==> config.mk <==
export PLATFORM = sky130hd
export DESIGN_NAME = rtc_bus_sequencer
export DESIGN_NICKNAME = d
export VERILOG_FILES = /design/src/rtl/rtc_bus_sequencer.sv
export SDC_FILE = /design/constraint.sdc
export NUM_CORES = 1
export LEC_CHECK = 0
export CORE_MARGIN = 1.5
export CORE_UTILIZATION = 49
export CTS_BUF_LIST = sky130_fd_sc_hd__clkbuf_4 sky130_fd_sc_hd__clkbuf_8 sky130_fd_sc_hd__clkbuf_16
export CTS_CLUSTER_DIAMETER = 120
export DETAILED_ROUTE_END_ITERATION = 12
export GPL_ROUTABILITY_DRIVEN = 0
export GPL_TIMING_DRIVEN = 0
export PLACE_DENSITY = 0.89
export SYNTH_ARGS = -nofsm -noshare
export SYNTH_HDL_FRONTEND = slang
export SYNTH_SLANG_ARGS = --single-unit
export TNS_END_PERCENT = 50
==> constraint.sdc <==
create_clock -name clk -period 2.2 [get_ports clk]
set_clock_uncertainty 0.1 [all_clocks]
set_input_delay 0.22 -clock clk [delete_from_list [all_inputs] [get_ports clk]]
set_output_delay 0.22 -clock clk [all_outputs]
set_load 0.02 [all_outputs]
==> src/rtl/rtc_bus_sequencer.sv <==
// Arbiter and strobe sequencer for the multiplexed address/data RTC bus.
// Grants the bus to the read or write machine and paces each A0..NX transaction.
module rtc_bus_sequencer #(
  parameter int unsigned T_PULSE = 4,
  parameter int unsigned T_GAP   = 2,
  parameter int unsigned T_OUT   = 255
) (
  input  logic       clk,
  input  logic       reset,
  input  logic       req_lect,
  input  logic       req_escr,
  input  logic       E_Lect,
  input  logic       E_Escr,
  input  logic       Term_Lect,
  input  logic       Term_Escr,
  input  logic [7:0] Dir_L,
  input  logic [7:0] Dir_E,
  output logic       Lectura,
  output logic       Escritura,
  output logic       DIR,
  output logic       DAT,
  output logic       cambio_estado,
  output logic       CS_n,
  output logic       RD_n,
  output logic       WR_n,
  output logic       A_D,
  output logic [7:0] AD_out,
  output logic       AD_oe,
  output logic       busy,
  output logic       owner,
  output logic       err_to
);

  typedef enum logic [3:0] {IDLE, GRANT, A0, AW, AH, D0, DS, DH, NX, WT} state_t;

  typedef struct packed {
    logic lect;
    logic escr;
    logic dir;
    logic dat;
    logic cambio;
    logic cs_n;
    logic rd_n;
    logic wr_n;
    logic a_d;
    logic ad_oe;
    logic busy;
    logic err_to;
  } outs_t;

  localparam outs_t OUTS_RST = '{lect: 1'b0, escr: 1'b0, dir: 1'b0, dat: 1'b0,
                                 cambio: 1'b0, cs_n: 1'b1, rd_n: 1'b1, wr_n: 1'b1,
                                 a_d: 1'b0, ad_oe: 1'b0, busy: 1'b0, err_to: 1'b0};

  localparam logic [3:0] PULSE_LAST = 4'(T_PULSE - 1);
  localparam logic [3:0] GAP_LAST   = 4'(T_GAP - 1);
  localparam logic [7:0] WD_LAST    = 8'(T_OUT - 1);

  state_t      state_q, state_d;
  logic [3:0]  cnt_q, cnt_d;
  logic [7:0]  wd_q, wd_d;
  logic        owner_q, owner_d;
  logic        last_q, last_d;
  logic        timeout;
  outs_t       outs_q, outs_d;

  logic own_e, own_term;
  assign own_e    = owner_q ? E_Escr : E_Lect;
  assign own_term = owner_q ? Term_Escr : Term_Lect;

  // NOTE: every signal written here gets a default first, so no path can infer a latch.
  always_comb begin
    state_d = state_q;
    cnt_d   = cnt_q;
    wd_d    = wd_q;
    owner_d = owner_q;
    last_d  = last_q;
    timeout = 1'b0;
    unique case (state_q)
      IDLE: if (req_lect || req_escr) begin
        owner_d = (req_lect && req_escr) ? ~last_q : req_escr;
        last_d  = (req_lect && req_escr) ? ~last_q : req_escr;
        state_d = GRANT;
      end
      GRANT: begin
        state_d = WT;
        wd_d    = '0;
      end
      // Term outranks E; the watchdog only advances while the owner is silent.
      WT: if (own_term) begin
        state_d = IDLE;
      end else if (own_e) begin
        state_d = A0;
        wd_d    = '0;
      end else if (wd_q == WD_LAST) begin
        state_d = IDLE;
        wd_d    = '0;
        timeout = 1'b1;
      end else begin
        wd_d = wd_q + 8'd1;
      end
      A0: begin
        state_d = AW;
        cnt_d   = '0;
      end
      AW: if (cnt_q == PULSE_LAST) begin
        state_d = AH;
        cnt_d   = '0;
      end else cnt_d = cnt_q + 4'd1;
      AH: if (cnt_q == GAP_LAST) begin
        state_d = D0;
        cnt_d   = '0;
      end else cnt_d = cnt_q + 4'd1;
      D0: begin
        state_d = DS;
        cnt_d   = '0;
      end
      DS: if (cnt_q == PULSE_LAST) begin
        state_d = DH;
        cnt_d   = '0;
      end else cnt_d = cnt_q + 4'd1;
      DH: if (cnt_q == GAP_LAST) begin
        state_d = NX;
        cnt_d   = '0;
      end else cnt_d = cnt_q + 4'd1;
      NX: begin
        state_d = own_term ? IDLE : WT;
        wd_d    = '0;
      end
      default: state_d = IDLE;
    endcase
  end

  // Outputs are decoded from the next state so the registered strobes line up with it.
  always_comb begin
    outs_d        = OUTS_RST;
    outs_d.busy   = (state_d != IDLE);
    outs_d.err_to = timeout;
    unique case (state_d)
      GRANT: begin
        outs_d.lect = ~owner_d;
        outs_d.escr = owner_d;
      end
      A0: begin
        outs_d.dir   = 1'b1;
        outs_d.cs_n  = 1'b0;
        outs_d.ad_oe = 1'b1;
      end
      AW: begin
        outs_d.cs_n  = 1'b0;
        outs_d.wr_n  = 1'b0;
        outs_d.ad_oe = 1'b1;
      end
      AH: outs_d.ad_oe = 1'b1;
      D0: begin
        outs_d.cs_n  = 1'b0;
        outs_d.a_d   = 1'b1;
        outs_d.ad_oe = owner_d;
      end
      DS: begin
        outs_d.cs_n  = 1'b0;
        outs_d.a_d   = 1'b1;
        outs_d.ad_oe = owner_d;
        outs_d.rd_n  = owner_d;
        outs_d.wr_n  = ~owner_d;
        outs_d.dat   = (cnt_d == PULSE_LAST);
      end
      DH: outs_d.a_d = 1'b1;
      NX: outs_d.cambio = 1'b1;
      default: ;
    endcase
  end

  // NOTE: sequential state uses non-blocking assignments so every register samples pre-edge values.
  always_ff @(posedge clk or negedge reset) begin
    if (!reset) begin
      state_q <= IDLE;
      cnt_q   <= '0;
      wd_q    <= '0;
      owner_q <= 1'b0;
      last_q  <= 1'b1;
      outs_q  <= OUTS_RST;
    end else begin
      state_q <= state_d;
      cnt_q   <= cnt_d;
      wd_q    <= wd_d;
      owner_q <= owner_d;
      last_q  <= last_d;
      outs_q  <= outs_d;
    end
  end

  assign Lectura       = outs_q.lect;
  assign Escritura     = outs_q.escr;
  assign DIR           = outs_q.dir;
  assign DAT           = outs_q.dat;
  assign cambio_estado = outs_q.cambio;
  assign CS_n          = outs_q.cs_n;
  assign RD_n          = outs_q.rd_n;
  assign WR_n          = outs_q.wr_n;
  assign A_D           = outs_q.a_d;
  assign AD_oe         = outs_q.ad_oe;
  assign busy          = outs_q.busy;
  assign err_to        = outs_q.err_to;
  assign owner         = owner_q;
  assign AD_out        = outs_q.busy ? (owner_q ? Dir_E : Dir_L) : 8'h00;

endmodule
# After elaboration in Yosys (flattened, before gate mapping)
# Index checks and enable logic that the tools add are counted.
dict set report word_totals {
  output_inout_bits 21
  reg_bits 30
  word_cells 95
  in_bits 24
}
dict set report classes {
  reduce_logical 15
  n_addsub 2
  muxes 37
  bitwise 2
  eq_ne 22
}
# cell n
set op_table {}
lappend op_table {{$mux 4} 11}
lappend op_table {{$mux 8} 5}
lappend op_table {{$pmux 4 s10} 1}
lappend op_table {{$eq 4x3->1 const B} 8}
lappend op_table {{$eq 4x2->1 const B} 6}
lappend op_table {{$pmux 8 s2} 1}
lappend op_table {{$mux 1} 15}
lappend op_table {{$eq 4x1->1 const B} 3}
lappend op_table {{$eq 4x4->1 const B} 3}
lappend op_table {{$pmux 4 s3} 1}
lappend op_table {{$reduce_or 2->1} 5}
lappend op_table {{$add 8x1->8 const B} 1}
lappend op_table {{$eq 8x8->1 const B} 1}
lappend op_table {{$reduce_or 3->1} 2}
lappend op_table {{$add 4x1->4 const B} 1}
lappend op_table {{$logic_not 4->1} 1}
lappend op_table {{$pmux 1 s2} 2}
lappend op_table {{$reduce_and 2->1} 2}
lappend op_table {{$reduce_bool 4->1} 1}
lappend op_table {{$reduce_or 4->1} 1}
lappend op_table {{$mux 2} 1}
lappend op_table {{$ne 2x2->1 const B} 1}
lappend op_table {{$not 1->1} 2}
lappend op_table {{$reduce_bool 2->1} 1}
lappend op_table {{2 further kinds} 2}

# Longest topological paths before layout
dict set report logic_depth {
  ltp_word 8
  depth_mapped 9
  ltp_nobuf 8
}

# Worst setup path before layout
# Ideal clock, no wire load.
dict set report synth_timing {
  path_type {flip-flop to flip-flop}
  startpoint {register cnt_q[1]}
  endpoint {register outs_q, in the netlist busy}
  path_stages_with_launch 9
  path_slack_ns 0.172
  arrival_ns 1.800
  required_ns 1.972
  period_less_slack_ns 2.028
  path_buffers 1
  setup_ns 0.128
  cell_sequence {dfrtp_1 > inv_1 > ha_1 > or3b_1 > buf_2 > mux2i_1 > a211oi_2 > and4b_1 > nand3_1}
}
# element line
set synth_rtl {}
lappend synth_rtl {{start, declared} 60} ;# logic [3:0] cnt_q, cnt_d;
lappend synth_rtl {{start signal, assigned} 185} ;# cnt_q <= cnt_d;
lappend synth_rtl {{end signal, assigned} 189} ;# outs_q <= outs_d;
lappend synth_rtl {{end, declared} 65} ;# outs_t outs_q, outs_d;

==> metrics.md <==
| Metric | Value |
|---|---|
| Status | complete, no violations |
| Yosys top cell area share | 35.1% |
| Least-Margin Pin Slew | 0.649 ns |
| Worst R2R Start | cnt_q[1] |
| Leading area contributor after synthesis | dfrtp_1 |
| WP data required | 2.26 ns |
| Cells after Synth | 200 |
| Vias | 1,692 |
| Worst-skew pair later-pin latency | 0.28 ns |
| Pleak | 0.00107 uW |
| CP Capture Type | flip-flop |
| GRT overflow | 0 |
| CTS max path bufs | 2 |
| Drt via density | 5.60 |
| Gr usage total | 21.0% |
| Clock share of power | 15.1% |
| RSZ-0062 raised after global routing | yes |
| Biggest register | wd_q |
| Vias in the first global route | 1,479 |
| Total length of routed wires | 4300 um |
| Setup tns final | 0 ns |
| Core ar. | 0.00366 mm2 |
| Min-delay src | wd_q[7] |
| Switching Fraction | 42.1% |
| Critical path startpoint category | flip-flop |
| Placed Area | 0.00236 mm2 |
| DRT antenna net count | 0 |
| Clk slew on worst S/H paths | 0.07 ns |
| Post-Syn Nets | 229 |
| Largest register FFs | 8 |
| Die area | 0.00416 mm2 |
| Comb power frac | 56.4% |
| CTS tree | done |
| Clock Tree Root | clkbuf_8 |
| Die H | 64.5 um |
| Final #Nets | 282 |
| Wire length per cell | 14.2 um |
| Crit-path cells | inv_2 > ha_2 > or3b_4 > mux2i_2 > a211oi_2 > and4b_1 > nand3_1 |
| First-pass GRT wire length | 6750 um |
| Min-Delay Path Class | reg -> reg |
| Register share of total power | 28.5% |
| Cts bufs inserted | 5 |
| VDD IR max | 0.000555 V |
| Mapped Avg Cell Area | 9.28 um2 |
| DP HPWL | 3140 um |
| Slew margin rel. | 56.7% |
| Chip Width | 64.5 um |
| Period utilisation layout | 97.5% |
| EDFF count, synth | 0 |
| Yosys reg bits | 30 |
| Sw Pwr | 1210 uW |
| YS warnings | 0 |
| FMAX | 466 MHz |
| PortBufs | 44 |
| Hold Vio Cnt, Final | 0 |
| Maxcap violations | 0 |
| Initial antenna violation count | 0 |
| Crit path from | cnt_q[1] |
| CP top delay family | simple AND/OR/NAND/NOR gates |
| Largest net degree at the start of global routing | 31 |
| Slew Viols, Final | 0 |
| Setup Crit Path Kind | reg -> reg |
| Diode count | 0 |
| Initial drt markers | 61 |
| CP max stage delay | 0.42 ns |
| Asr flop ratio synth | 100% |
| DRC errors left | 0 |
| Initial core utilization | 50.7% |
| Post-synth cell types | 49 |
| Top_reg_cell synth | dfrtp_1 |
| Clock Sinks | 30 |
| Slowest stage cell on the critical path | dfrtp_1 |
| Pwr/cell area | 1160 mW/mm2 |
| Tmin final | 2.14 ns |
| Pint | 1660 uW |
| Crit path DAT | 2.20 ns |
| Layout cells sized above 1 | 15.0% |
| Max FO, Critical Path | 5 |
| Design area | 0.00248 mm2 |
| PnR Total Power | 2870 uW |
| Total I/O pin count | 45 |
| Top Registers | wd_q x8, cnt_q x4, state_q x4 |
| Core Rows | 22 |
| Synth top area cells | dfrtp_1, mux2i_1, dfstp_2 |
| CP Buf/Inv Count | 1 |
| Post-Syn Area | 0.00186 mm2 |
| Setup violators final | 0 |
| Seq/Total Area, Yosys | 40.7% |
| Htree depth | 2 |
| Area Growth Syn to Fin | 33.6% |
| Final hold slack | 0.390 ns |
| DRT Pass-1 Iters | 6 |
[repair_timing]
item,CTS,global route
pin swaps,1,2
setup endpoints to repair,1,12
buffers inserted,0,2
resized for setup,0,9
hold endpoints to repair,0,26
hold buffers,0,1
[worst paths after layout]
check	cells after the start	slack, ns	end
setup / recovery	7	0.06	busy
hold / removal	1	0.39	wd_q[7]
setup reg to reg	7	0.06	busy
hold reg to reg	1	0.39	wd_q[7]
max in group asynchronous	2	1.17	Escritura
min in group asynchronous	2	0.40	wd_q[6]
[layout by cell type, fill, tap and decap left out, types with 2 or more instances in the layout]
cell type and n:
dlymetal6s2s_1 4, nand2_1 18, clkdlybuf4s50_1 39, ha_1 4, clkbuf_2 2, nor4bb_1 2, a31oi_1 3, clkbuf_8 5
nor2b_1 11, or3b_4 2, dfrtp_1 26, inv_1 7, nor4_2 2, nor3_1 8, o41ai_1 2, mux2i_1 11
o21ai_0 14, and2_1 4, a21oi_1 10, or2_1 2, clkinv_2 2, buf_2 5, nand3b_1 2, o211ai_1 2
nand3_1 9, o21ai_1 2, nor2_1 9, clkbuf_4 2, or3_1 2, dfstp_2 4, inv_2 3, buf_6 2
buf_4 2, nor3b_1 3, nor4_1 4, o31ai_1 4
[power by group through the flow]
stage          registers, uW  logic (uW)  clock network, uW
2_1_floorplan            871        1010                  0
3_3_place_gp             816        1530                  0
3_5_place_dp             820        1560                  0
4_1_cts                  811        1570                443
5_1_grt                  836        1750                469
6_report                 817        1620                434
[kinds of logic after synthesis]
| kind of cell | synth area share (%) |
|---|---|
| compound gates | 15.2 |
| xor+xnor | 0.472 |
| fa+ha+maj | 3.37 |
| buf+inv | 5.39 |
| flops | 40.7 |
| mux | 7.08 |
| simple gates | 27.7 |
[cells in the mapped netlist (2+ instances only)]
| master | count |
|---|---|
| a21oi_1 | 10 |
| a31oi_1 | 3 |
| and2_1 | 4 |
| buf_2 | 6 |
| buf_6 | 2 |
| clkbuf_2 | 2 |
| dfrtp_1 | 26 |
| dfstp_2 | 4 |
| ha_1 | 5 |
| inv_1 | 8 |
| inv_2 | 2 |
| mux2i_1 | 12 |
| nand2_1 | 18 |
| nand3_1 | 9 |
| nand3b_1 | 2 |
| nor2_1 | 9 |
| nor2b_1 | 11 |
| nor3_1 | 8 |
| nor3b_1 | 3 |
| nor4_1 | 4 |
| nor4_2 | 2 |
| nor4bb_1 | 2 |
| o211ai_1 | 2 |
| o21ai_0 | 14 |
| o21ai_1 | 2 |
| o31ai_1 | 4 |
| o41ai_1 | 2 |
| or2_1 | 2 |
| or3_1 | 2 |
[per-stage QoR]
stage / setup WS [ns] / std cells / utilization (%)
floorplan: 0.172 / 200 / -
global placement: 0.00121 / 292 / 64.4
detailed placement: -0.0146 / 292 / 64.4
CTS: 0.00725 / 300 / 66.7
global route: -0.0404 / 302 / 67.7
finish: 0.0550 / 302 / 67.7
[layout make-up]
| cell class | instances | area (um2) |
|---|---|---|
| tap | 48 | 60.1 |
| timing repair buffer | 47 | 470 |
| sequential | 30 | 756 |
| inverter | 10 | 37.5 |
| clock inverter | 2 | 10.0 |
| clock buffer | 6 | 76.3 |
| fill | 282 | 1180 |
| buffer | 9 | 60.1 |
| multi-input combinational | 150 | 1010 |
[metal layers]
layer,part of all wire [%],track usage [%],up-vias,wire (um)
met5,0,0,-,0
met4,1.5,10.6,0,65
met3,7.2,4.86,8,311
met2,48,36.1,64,2070
met1,43,24.4,792,1850
li1,-,-,828,-
(Power assumes the default switching activity.)
